--- config.mk ---
export PLATFORM = sky130hd
export DESIGN_NAME = clk_buffer
export DESIGN_NICKNAME = d
export VERILOG_FILES = /design/src/rtl/clk_buffer.sv
export SDC_FILE = /design/constraint.sdc
export NUM_CORES = 1
export LEC_CHECK = 0
export CORE_MARGIN = 2
export CORE_UTILIZATION = 30
export CTS_CLUSTER_DIAMETER = 80
export DETAILED_ROUTE_END_ITERATION = 12
export SYNTH_ARGS = -nofsm -noshare
export SYNTH_HDL_FRONTEND = slang
export SYNTH_SLANG_ARGS = --single-unit
--- constraint.sdc ---
create_clock -name clk_in -period 1.4 [get_ports clk_in]
set_input_delay 0.28 -clock clk_in [delete_from_list [all_inputs] [get_ports clk_in]]
set_output_delay 0.28 -clock clk_in [all_outputs]
set_load 0.05 [all_outputs]
--- src/rtl/clk_buffer.sv ---
// clk_buffer: leaf clock buffer. It passes clk_in to clk_out with no phase offset
// through an enable gate that cannot glitch, and it counts the rising edges of
// clk_out since reset.
// Optional feature: define CLK_DIV_EN to add the div_sel port and an integer divider
// that sits ahead of the gate.
`timescale 1ns/1ps

module clk_buffer #(
  parameter int unsigned CNT_W = 16,
  parameter int unsigned DIV_W = 8
) (
  input  logic             clk_in,
  input  logic             rst,
  input  logic             en,
`ifdef CLK_DIV_EN
  input  logic [DIV_W-1:0] div_sel,
`endif
  output logic             clk_out,
  output logic             clk_active,
  output logic [CNT_W-1:0] edge_cnt
);

  logic             rst_q;
  logic             en_d;
  logic             en_q;
  logic             inc;
  logic [CNT_W-1:0] cnt_d;
  logic [CNT_W-1:0] cnt_q;

  // Gate input: a reset seen now or at the last posedge closes the gate.
  always_comb begin
    en_d = en & ~rst_q & ~rst;
  end

  // Gate flop updates while clk_in is low, so every clk_out pulse is a full high phase.
  always_ff @(negedge clk_in) begin
    en_q <= en_d;
  end

`ifdef CLK_DIV_EN
  logic [DIV_W-1:0] div_cnt_d;
  logic [DIV_W-1:0] div_cnt_q;
  logic [DIV_W-1:0] div_n_d;
  logic [DIV_W-1:0] div_n_q;
  logic             div_clk_d;
  logic             div_clk_q;
  logic             div_rise;
  logic             bypass;

  assign bypass = (div_n_q == '0);

  // Divider. A new divide ratio is taken only at the terminal count that starts a new period.
  always_comb begin
    div_cnt_d = div_cnt_q;
    div_clk_d = div_clk_q;
    div_n_d   = div_n_q;
    div_rise  = 1'b0;
    if (rst) begin
      div_cnt_d = '0;
      div_clk_d = 1'b0;
      div_n_d   = '0;
    end else if (bypass) begin
      div_cnt_d = '0;
      div_clk_d = 1'b0;
      div_n_d   = div_sel;
    end else if (div_cnt_q == div_n_q - DIV_W'(1)) begin
      div_cnt_d = '0;
      if (div_clk_q) begin
        div_clk_d = 1'b0;
      end else begin
        div_n_d   = div_sel;
        div_clk_d = (div_sel != '0);
        div_rise  = (div_sel != '0);
      end
    end else begin
      div_cnt_d = div_cnt_q + DIV_W'(1);
    end
  end

  // Divider state registers.
  always_ff @(posedge clk_in) begin
    div_cnt_q <= div_cnt_d;
    div_clk_q <= div_clk_d;
    div_n_q   <= div_n_d;
  end

  // Gated output. The bypass path and the divided path are both ANDed with the same gate.
  assign clk_out = bypass ? (clk_in & en_q) : (div_clk_q & en_q);

  // A clk_out rising edge occurs on this posedge.
  always_comb begin
    inc = en_q & (bypass | div_rise);
  end
`else
  logic [DIV_W-1:0] unused_div_w;
  assign unused_div_w = '0;

  // Pure gated buffer with zero-delay AND.
  assign clk_out = clk_in & en_q;

  // With the gate open, every clk_in posedge is a clk_out rising edge.
  always_comb begin
    inc = en_q;
  end
`endif

  // Edge counter next state: reset has priority, then a wrapping increment.
  always_comb begin
    cnt_d = cnt_q;
    if (rst) begin
      cnt_d = '0;
    end else if (inc) begin
      cnt_d = cnt_q + CNT_W'(1);
    end
  end

  // Reset sampling register and edge counter register.
  always_ff @(posedge clk_in) begin
    rst_q <= rst;
    cnt_q <= cnt_d;
  end

  assign clk_active = en_q;
  assign edge_cnt   = cnt_q;

endmodule

==> qor.yml, run 1 <==
synth:
  avgSynthCellArea_um2: 9.08
  synth_edf_count: 0
  syn_inst: 89
  ys_seq_elements: 18
  ys_seq_area_share_pct: 44.6
  synth_flop_cell: "dfxtp_1"
  ys.warnings.count: 0
  synth.net_count: 93
  yosysUniqueCellTypes: 30
  synthArstFlopShare_pct: 0
  synth_area_um2: 808
timing:
  worst-ep-kind: "sequential cell input"
  worst_endpoint: "edge_cnt[14]$_SDFFE_PP0P_/D"
placement:
  post-place-ws_ns: -0.808
  port-buffer-count: 20
  gp_congestion: 0.801
  dp_hpwl_mm: 1.42
status:
  haltStage: "global routing (5_1_grt)"
  status: "did not finish"
  toolErrorMsg: "[ERROR GRT-0232] Routing congestion too high. Check the congestion heatmap in the GUI."
floorplan:
  num_rows: 18
  start_util_pct: 32.0
  die_h_um: 55.9
  ios: 21
  fp.dieW_um: 55.9
grt:
  grt_max_degree: 21
  grt_remaining_overflow: 65500
  grt_usage_pct: 3190
clock_network:
  hold_buffers: 0
cell families after synthesis:
group / after synthesis / share of synthesized area [%]
adder cells (fa/ha/maj): 1 / 1.55
flip-flops: 18 / 44.6
AO/OA/AOI/OAI: 6 / 5.57
multiplexers: 2 / 2.63
buffers and inverters: 6 / 4.02
AND/OR/NAND/NOR: 45 / 29.7
XOR/XNOR: 11 / 11.9
synthesized netlist by cell type, drive strengths merged (2+ instances only):
| cell type | n | area [um2] |
|---|---|---|
| nand3 | 5 | 30.0 |
| nand2 | 4 | 15.0 |
| xor2 | 5 | 43.8 |
| nor3 | 4 | 20.0 |
| a21oi | 2 | 10.0 |
| nor4 | 3 | 18.8 |
| dfxtp | 18 | 360 |
| nor2 | 17 | 63.8 |
| xnor2 | 6 | 52.6 |
| inv | 3 | 11.3 |
| nand4 | 5 | 46.3 |
| clkbuf | 2 | 17.5 |
layer usage:
metal  overflow  global-route usage [%]
met2          0                    26.5
met3      65500                   15200
met4          0                    14.6
met1          0                    21.7
met5          0                       0
repair_timing:
action,in CTS
setup buffers,3
gates cloned,0
endpoints found under the setup margin,21
hold endpoints to repair,0
pin swaps,7
gates resized for setup,19
stage by stage:
step / cells / setup TNS (ns) / utilization [%] / area [um2]
after global placement: 158 / -7.29 / 54.2 / 1370
after CTS: 168 / -8.95 / 59.5 / 1500
after detailed placement: 158 / -7.64 / 54.2 / 1370
after floorplan: 89 / -7.83 / - / 816
==> run 2, diff against run 1 <==
--- a/config.mk
+++ b/config.mk
@@ -6,9 +6,9 @@
 export NUM_CORES = 1
 export LEC_CHECK = 0
 export CORE_MARGIN = 2
-export CORE_UTILIZATION = 30
-export CTS_CLUSTER_DIAMETER = 80
+export CORE_UTILIZATION = 20
 export DETAILED_ROUTE_END_ITERATION = 12
+export PLACE_DENSITY_LB_ADDON = 0.15
 export SYNTH_ARGS = -nofsm -noshare
 export SYNTH_HDL_FRONTEND = slang
 export SYNTH_SLANG_ARGS = --single-unit
==> constraint.sdc (replaced) <==
create_clock -name clk_in -period 1.8 [get_ports clk_in]
set_input_delay 0.36 -clock clk_in [delete_from_list [all_inputs] [get_ports clk_in]]
set_output_delay 0.36 -clock clk_in [all_outputs]
set_load 0.05 [all_outputs]
==> run 2 against run 1 <==
The flow now finishes, with violations (negative setup slack). Synthesized cell count is the same. Area after synthesis is the same.
==> qor.yml, run 2 <==
status:
  status: "complete, but fails checks"
  violations: "negative setup slack"
detailed_routing:
  postRouteAntennaNets: 0
  drc: 0
  drt_iter0_markers: 23
  post_drt_wl_per_cell_um: 12.2
  avgViaCountPerCell: 4.33
  totalWireLength_mm: 2.16
  dr.pass1.iters: 4
  vias: 771
final_layout:
  final_util_pct: 34.6
  largest_register_ffs: 16
  drive_gt1_share_pct: 45.3
  final_common_cell: "buf_4"
  nNetsFinal: 133
  n_antenna_cell: 0
  n_fill_cell: 395
  final_cell_mix: "buf_4, dfxtp_1, nor2_1"
  area_growth_syn_to_layout_pct: 68.9
  stdcell_count: 178
pwr:
  leakagePower_nw: 0.615
  peakVddDrop_mv: 0.349
  power_density_nw_per_um2: 709
floorplan:
  die-area_um2: 4570
  fp.dieW_um: 67.6  # +21%
  die_h_um: 67.6  # +21%
  num_rows: 23  # +5
  ios: 21  # unchanged
  start_util_pct: 20.5  # -12 points
  core_area_um2: 3940
placement:
  dp_cells: 162  # +2.5%
  port-buffer-count: 20  # unchanged
  gp_congestion: 0.700  # -13%
  dp_hpwl_mm: 1.40  # -2.0%
timing:
  final_hold_viol_count: 0
  relSlewSlack_pct: 76.3
  rsz0062_at_grt: "yes"
  skew_ns: 0.0752
  setup_viol: 19
  worst_pin_slew_ns: 0.354
  finalWorstSetupSlack_ns: -0.630
  finalSetupTns_ns: -7.69
  hold_slack_ns: 0.542
  drv_slew: 0
flow_run:
  max_cap_viol_count: 0
clock_network:
  insertion_delay_ns: 0.43
  hold_buffers: 0  # unchanged
  clk_pin_slew_ns: 0.07
  cts_tree: "done"
worst_setup_path:
  worst_setup_path_start_kind: "flop"
  cp-end-kind: "output port"
  critPathArrivalTime_ns: 2.07
  crit_required_ns: 1.44
  path_class: "flop to output port"
  critPathMaxFanout: 2
  reg2reg_slack_ns: -0.63
synth:
  ys.warnings.count: 0  # unchanged
  synthArstFlopShare_pct: 0  # unchanged
  synthMostInstantiatedCell: "dfxtp_1"
  synth_top_area_share_pct: 44.6  # unchanged
  ys_seq_elements: 18  # unchanged
  synth_edf_count: 0  # unchanged
  synth_flop_cell: "dfxtp_1"
  synthTopCellsByCount: "dfxtp_1, nor2_1, xnor2_1"
  avgSynthCellArea_um2: 9.08  # unchanged
  yosysUniqueCellTypes: 30  # unchanged
  synth.net_count: 93  # unchanged
  syn_inst: 89  # unchanged
  yosys-top-cells-area: "dfxtp_1, nor2_1, xnor2_1, xor2_1, nand4_1"
  synth_top_cell_by_area: "dfxtp_1"
  ys_seq_area_share_pct: 44.6  # unchanged
  synth_area_um2: 808  # unchanged
grt:
  antenna_found_initial: 0
  grt_max_degree: 21
  grt_usage_pct: 11.2
  grt_pass1_vias: 809
  grt_remaining_overflow: 0
  grt_pass1_wl_mm: 3.64
worst_hold_path:
  hold_class: "flop to flop"
## run 2: cell counts after synthesis
No cell type changed its count.
## run 2: per-stage QoR
step / cell area [um2] / setup WS (ns) / power, mW
CTS: 1320 / -0.639 / 0.989
detailed placement: 1070 / -0.684 / 0.488
floorplan: 816 / -0.586 / 0.464
global route: 1370 / -0.684 / 1.02
global placement: 1070 / -0.678 / 0.487
finish: 1370 / -0.630 / 0.968
## run 2: cells by family (layout without fill, tap and decap cells)
logic type | Yosys count | after routing | synth area share, %
xor+xnor | 11 | 11 | 11.9
fa+ha+maj | 1 | 1 | 1.55
buf+inv | 6 | 45 | 4.02
mux | 2 | 2 | 2.63
simple gates | 45 | 45 | 29.7
compound gates | 6 | 6 | 5.57
flops | 18 | 18 | 44.6
## run 2: path summary, 6_finish.rpt
| check | from | cells past startpoint | to |
|---|---|---|---|
| setup / recovery | clk_active | 3 | clk_out |
| hold / removal | edge_cnt[14] | 2 | edge_cnt[14] |
| setup reg to reg | clk_active | 5 | edge_cnt[14] |
| hold reg to reg | edge_cnt[14] | 2 | edge_cnt[14] |
## run 2: critical path, cell delays in order, from the launching register on
cell and delay, ns:
dfxtp_4 0.33, buf_4 0.13, and2_4 0.13, buf_8 0.14
## run 2: cell type report
type                    instances  area [um2]  area share [%]
repair buffers                 34         299            21.9
flip-flops and latches         18         364            26.7
clock inverters                 1        3.75           0.275
multi-input cells              65         527            38.6
well taps                      50        62.6            4.58
inverters                       2        7.51           0.550
clock buffers                   8         101            7.42
## run 2: routing by layer
| layer | GRT usage [%] | vias up | routed length, um |
|---|---|---|---|
| met5 | 0 | - | 0 |
| met4 | 10.7 | 0 | 62 |
| met3 | 3.50 | 5 | 82 |
| met2 | 15.4 | 14 | 1020 |
| met1 | 13.6 | 368 | 996 |
| li1 | - | 384 | - |
## run 2: report_power, final
| group | total [mW] | switching, mW | internal [mW] |
|---|---|---|---|
| Sequential | 0.404 | 0.00245 | 0.401 |
| Clock | 0.504 | 0.190 | 0.315 |
| Combinational | 0.0600 | 0.0306 | 0.0294 |
## run 2: timing repair
| action | CTS | global route |
|---|---|---|
| endpoints found under the setup margin | 19 | 19 |
| buffers inserted | 5 | 4 |
| pin swaps | 14 | 9 |
| gates resized for setup | 30 | 4 |
Note: power is estimated with default switching activity, not from simulation.
